<file path="src/rtl/calc_datapath.sv">
// Calculator datapath: 4-entry register file (R0 hardwired to zero), registered read ports, ALU and output register.
// Optional carry/zero status flags are built only when CALC_DATAPATH_FLAGS_EN is defined.
module calc_datapath #(
    parameter int W = 4
) (
    input  logic         clk,
    input  logic         rst,
    input  logic [W-1:0] in1,
    input  logic [W-1:0] in2,
    input  logic [1:0]   s1,
    input  logic [1:0]   WA,
    input  logic         WE,
    input  logic [1:0]   RAA,
    input  logic [1:0]   RAB,
    input  logic         REA,
    input  logic         REB,
    input  logic [1:0]   C,
    input  logic         S2,
    output logic [W-1:0] out,
    output logic         carry,
    output logic         zero
);

    typedef enum logic [1:0] {
        OP_XOR = 2'd0,
        OP_AND = 2'd1,
        OP_SUB = 2'd2,
        OP_ADD = 2'd3
    } op_e;

    typedef enum logic [1:0] {
        SEL_ALU  = 2'd0,
        SEL_ZERO = 2'd1,
        SEL_IN2  = 2'd2,
        SEL_IN1  = 2'd3
    } sel_e;

    logic [W-1:0] r_q [1:3];
    logic [W-1:0] r_d [1:3];
    logic [W-1:0] rf_view [0:3];
    logic [W-1:0] qa_q, qa_d;
    logic [W-1:0] qb_q, qb_d;
    logic [W-1:0] out_q, out_d;
    logic [W-1:0] alu;
    logic [W-1:0] mux1;
    logic         wr_en;

    always_comb begin
        alu = '0;
        case (op_e'(C))
            OP_ADD: alu = qa_q + qb_q;
            OP_SUB: alu = qa_q - qb_q;
            OP_AND: alu = qa_q & qb_q;
            OP_XOR: alu = qa_q ^ qb_q;
            default: alu = '0;
        endcase
    end

    always_comb begin
        mux1 = '0;
        case (sel_e'(s1))
            SEL_IN1:  mux1 = in1;
            SEL_IN2:  mux1 = in2;
            SEL_ZERO: mux1 = '0;
            SEL_ALU:  mux1 = alu;
            default:  mux1 = '0;
        endcase
    end

    assign wr_en = WE && (WA != 2'd0);

    // Reads and the output load sample the post-write view, which gives write-first bypass.
    always_comb begin
        for (int unsigned i = 1; i < 4; i++) begin
            r_d[i] = r_q[i];
            if (wr_en && (WA == 2'(i))) begin
                r_d[i] = mux1;
            end
        end
        rf_view[0] = '0;
        for (int unsigned i = 1; i < 4; i++) begin
            rf_view[i] = r_d[i];
        end
        qa_d  = REA ? rf_view[RAA] : qa_q;
        qb_d  = REB ? rf_view[RAB] : qb_q;
        out_d = S2 ? r_d[3] : out_q;
    end

    always_ff @(posedge clk) begin
        if (rst) begin
            for (int unsigned i = 1; i < 4; i++) begin
                r_q[i] <= '0;
            end
            qa_q  <= '0;
            qb_q  <= '0;
            out_q <= '0;
        end else begin
            for (int unsigned i = 1; i < 4; i++) begin
                r_q[i] <= r_d[i];
            end
            qa_q  <= qa_d;
            qb_q  <= qb_d;
            out_q <= out_d;
        end
    end

    assign out = out_q;

`ifdef CALC_DATAPATH_FLAGS_EN
    logic         carry_q, carry_d;
    logic         zero_q, zero_d;
    logic [W:0]   sum_ext;

    // Flags track only ALU results that are actually committed to a real register.
    always_comb begin
        sum_ext = {1'b0, qa_q} + {1'b0, qb_q};
        carry_d = carry_q;
        zero_d  = zero_q;
        if (wr_en && (sel_e'(s1) == SEL_ALU)) begin
            case (op_e'(C))
                OP_ADD:  carry_d = sum_ext[W];
                OP_SUB:  carry_d = (qa_q < qb_q);
                default: carry_d = 1'b0;
            endcase
            zero_d = (alu == '0);
        end
    end

    always_ff @(posedge clk) begin
        if (rst) begin
            carry_q <= 1'b0;
            zero_q  <= 1'b0;
        end else begin
            carry_q <= carry_d;
            zero_q  <= zero_d;
        end
    end

    assign carry = carry_q;
    assign zero  = zero_q;
`else
    assign carry = 1'b0;
    assign zero  = 1'b0;
`endif

endmodule

</file>
<file path="config.mk">
export PLATFORM = sky130hd
export DESIGN_NAME = calc_datapath
export DESIGN_NICKNAME = d
export VERILOG_FILES = /design/src/rtl/calc_datapath.sv
export SDC_FILE = /design/constraint.sdc
export NUM_CORES = 1
export LEC_CHECK = 0
export CAP_MARGIN = 20
export CORE_ASPECT_RATIO = 0.6
export CORE_MARGIN = 2
export CORE_UTILIZATION = 45
export CTS_CLUSTER_SIZE = 10
export DETAILED_ROUTE_END_ITERATION = 6
export DONT_BUFFER_PORTS = 1
export REMOVE_ABC_BUFFERS = 1
export SLEW_MARGIN = 20
export SYNTH_ARGS = -nofsm -noshare
export SYNTH_HDL_FRONTEND = slang
export SYNTH_SLANG_ARGS = --single-unit
</file>
<file path="constraint.sdc">
create_clock -name clk -period 5.9 [get_ports clk]
set_input_delay 1.18 -clock clk [delete_from_list [all_inputs] [get_ports clk]]
set_output_delay 1.18 -clock clk [all_outputs]
set_load 0.005 [all_outputs]
</file>
==> qor.log <==
qor: floorplanning.die_width 81.8 µm
qor: global_route.grt.met3_usage 0.0468
qor: floorplanning.die_height 50.7 µm
qor: timing.hold_violations 0
qor: worst_setup_path.crit_required 6.06 ns
qor: yosys.synth_cell_types 45
qor: min_path.timing.hold.worst_path_depth 2
qor: layout.layout-drive-gt1-share 0.0882
qor: floorplanning.core_area 3360 µm²
qor: timing.fin_tns_setup 0 ns
qor: global_route.via_count_of_the_first_global_routing_pass 1371
qor: worst_setup_path.critical_path.reg2reg.startpoint qb_q[1]
qor: clock_network.cts_tree done
qor: floorplanning.rows 16
qor: clock_network.cts-root-to-sink-buffers 2
qor: placement.place.port_buffers 0
qor: floorplanning.ioPinCount 30
qor: clock_network.worstSkewPairLatency 0.27 ns
qor: global_route.number_of_antenna_violations_at_the_first_check_in_global_routing 0
qor: detailed_routing.via_count 1451
qor: yosys.ff_latch_count_synth 24
qor: detailed_routing.finalWirelength 3970 µm
qor: detailed_routing.drt-pass1-iter-count 4
qor: worst_setup_path.start_kind input port
qor: power.power-per-cell-area 217 nW/µm²
qor: yosys.average_size_of_a_mapped_cell 7.74 µm²
qor: global_route.globalRouteOverflowTotal 0
qor: worst_setup_path.nature_of_the_critical_path_endpoint register
qor: power.power.leakage 0.669 nW
qor: clock_network.ctsRootBufferMaster sky130_fd_sc_hd__clkbuf_8
qor: min_path.worst_hold_path.endpoint out[3]
qor: layout.n_antenna_cell 0
qor: global_route.grt_use_met2 0.305
qor: worst_setup_path.worst_r2r_endpoint qa_q[2]
qor: timing.clock.fmax 0.342 GHz
qor: clock_network.clk_transition_reported_paths 0.09 ns
qor: layout.layout_commonest_cell sky130_fd_sc_hd__nor2_1
qor: yosys.post_synth_inst_count 211
qor: worst_setup_path.reg2reg_slack 3.34 ns
qor: global_route.grt_start_max_net_pins 28
qor: min_path.min-delay-start out[3]
qor: global_route.grt_pass1_wl 6630 µm
qor: worst_setup_path.worstPathMaxFanout 7
qor: worst_setup_path.timing.critical_path.cells inv_1 -> nand2_1 -> o21ai_0 -> inv_1 -> ha_1 -> nand2_1 -> o21ai_0 -> a211oi_2 -> nand3b_2 -> o211ai_1 -> a31oi_1
qor: floorplanning.dieArea 4140 µm²
qor: worst_setup_path.critical_path.max_stage_delay 0.34 ns
qor: timing.finClkSkew 0.00761 ns
qor: yosys.post-synth-top-area-cell sky130_fd_sc_hd__dfxtp_1
qor: timing.grt_setup_unrepaired false
qor: detailed_routing.drt.antenna.violating_nets 0
qor: yosys.proportion_of_synthesized_chip_area_in_sequential_cells 0.294
qor: detailed_routing.drt-wirelength-per-cell 16.0 µm
qor: status.status finished clean
qor: timing.finalSetupViolCount 0
qor: yosys.post-synth-top-area-fraction 0.294
qor: clock_network.htreeDepth 1
qor: timing.final_critical_path_share_of_the_clock_period 0.495
qor: layout.flow.area_growth_from_synthesis 3.37%
qor: floorplanning.floorplan.initialDensity 0.485
qor: global_route.grt.met1_usage 0.308
qor: layout.final_net_count 238
qor: global_route.grt_util_all_layers 0.208
qor: placement.dp_hpwl 3130 µm
qor: worst_setup_path.reg2regPathDepth 11
qor: worst_setup_path.crit_arrival 3.08 ns
qor: min_path.hold_path.class register to register
qor: clock_network.numCtsBuffers 3
qor: placement.gpl.final_weighted_congestion 0.846
qor: timing.timing.final.max_slew_violations 0
qor: worst_setup_path.slowest_stage sky130_fd_sc_hd__o21ai_0
qor: clock_network.hold_buffers 0
qor: flow_run.drv.max_cap_violation_count 0
qor: clock_network.numClockSinks 24
qor: yosys.synth.yosys.warnings 0
qor: detailed_routing.drt_iter0_markers 117
qor: global_route.grt_most_used_layer met1
qor: timing.finalCriticalPeriod 2.92 ns
qor: power.worst_ir_drop_vdd 0.131 mV
qor: detailed_routing.post_drt_via_cell_ratio 5.83
qor: yosys.ys_top_cells_by_area sky130_fd_sc_hd__dfxtp_1 29%, sky130_fd_sc_hd__nor2_1 7.6%, sky130_fd_sc_hd__ha_1 6.1%, sky130_fd_sc_hd__mux2i_1 5.5%, sky130_fd_sc_hd__o21ai_0 5.2%
qor: yosys.synth.cell_area 1630 µm²
qor: layout.final_design_utilization 0.502
qor: layout.most-common-layout-cells 33 x sky130_fd_sc_hd__nor2_1, 24 x sky130_fd_sc_hd__dfxtp_1, 17 x sky130_fd_sc_hd__nand2_1, 17 x sky130_fd_sc_hd__o21ai_0
qor: clock_network.cts-resized-gates 0
qor: worst_setup_path.worstSetupPathType input port to register
qor: detailed_routing.drc 0
qor: clock_network.post_cts_setup_buffers 0
where the power goes:
group / switching [mW] / internal (mW) / leakage [nW]
clock network: 0.0552 / 0.0597 / 0.0288
registers: 0.00618 / 0.170 / 0.196
logic: 0.0422 / 0.0327 / 0.444
total: 0.104 / 0.263 / 0.669
critical path, delay by kind of cell:
family | cells | cell delay (ns)
AOI/OAI and AO/OA | 5 | 1.06
and+or+nand+nor | 3 | 0.41
adders and majority gates | 1 | 0.29
buffers and inverters | 2 | 0.16
cell type report:
| class | instances | area, µm² |
|---|---|---|
| fill | 331 | 1680 |
| multi-input combinational | 166 | 1060 |
| sequential | 24 | 480 |
| tap | 45 | 56.3 |
| clock buffer | 4 | 55.1 |
| inverter | 10 | 37.5 |
routing by layer:
metal  vias to the layer above  wire length, µm
li1                        727                -
met5                         -                0
met1                       675             1970
met3                         2              281
met4                         0               19
met2                        47             1700
worst max path at each step:
stage               cells after the start  from       to  slack [ns]
floorplan                              11  C[0]  qa_q[3]        3.02
global placement                       11  C[0]  qa_q[2]        2.81
detailed placement                     11  C[0]  qa_q[3]        2.75
CTS                                    11  C[0]  qa_q[3]        3.03
global route                           11  C[0]  qa_q[3]        2.79
finish                                 11  C[0]  qa_q[3]        2.98
cell usage after synthesis, drive strengths merged:
| cell type | count |
|---|---|
| nor2 | 34 |
| dfxtp | 24 |
| nand2 | 17 |
| o21ai | 17 |
| a21oi | 12 |
| inv | 10 |
| clkbuf | 9 |
| mux2i | 9 |
| ha | 8 |
| nor2b | 8 |
| nor3 | 8 |
| a211oi | 5 |
| mux2 | 5 |
| nand3 | 5 |
| a31oi | 4 |
| a32oi | 3 |
| buf | 3 |
| nand2b | 3 |
| a21boi | 2 |
| and2b | 2 |
| nand4 | 2 |
| o211ai | 2 |
| o21bai | 2 |
| or3 | 2 |
| xnor2 | 2 |
| a221oi | 1 |
| a22oi | 1 |
| and2 | 1 |
| and3 | 1 |
| conb | 1 |
| fa | 1 |
| nand3b | 1 |
| nor3b | 1 |
| o21a | 1 |
| o32ai | 1 |
| or2 | 1 |
| or3b | 1 |
| xor2 | 1 |
logic make-up (layout without fill, tap and decap cells):
| group | after synthesis | in the layout | share of synthesized area |
|---|---|---|---|
| AO/OA/AOI/OAI | 51 | 51 | 0.203 |
| XOR/XNOR | 3 | 3 | 0.0161 |
| adder cells (fa/ha/maj) | 9 | 9 | 0.0736 |
| buffers and inverters | 22 | 14 | 0.0598 |
| flip-flops | 24 | 24 | 0.294 |
| multiplexers | 14 | 14 | 0.0897 |
| other | 1 | 2 | 0.00230 |
| AND/OR/NAND/NOR | 87 | 87 | 0.261 |
sequential cells by signal (all words and copies together), names as in the netlist:
register	flops
r_q	12
out	4
qa_q	4
qb_q	4
metrics by stage:
step	setup slack [ns]	area [µm²]	instances	power [mW]	hold slack, ns
global route	2.79	1690	249	0.387	0.538
CTS	3.03	1690	249	0.367	0.517
finish	2.98	1690	249	0.366	0.514
detailed placement	2.75	1630	245	0.254	0.500
floorplan	3.02	1580	200	0.239	0.467
global placement	2.81	1630	245	0.251	0.481
Power figures use the tool's default switching activity.
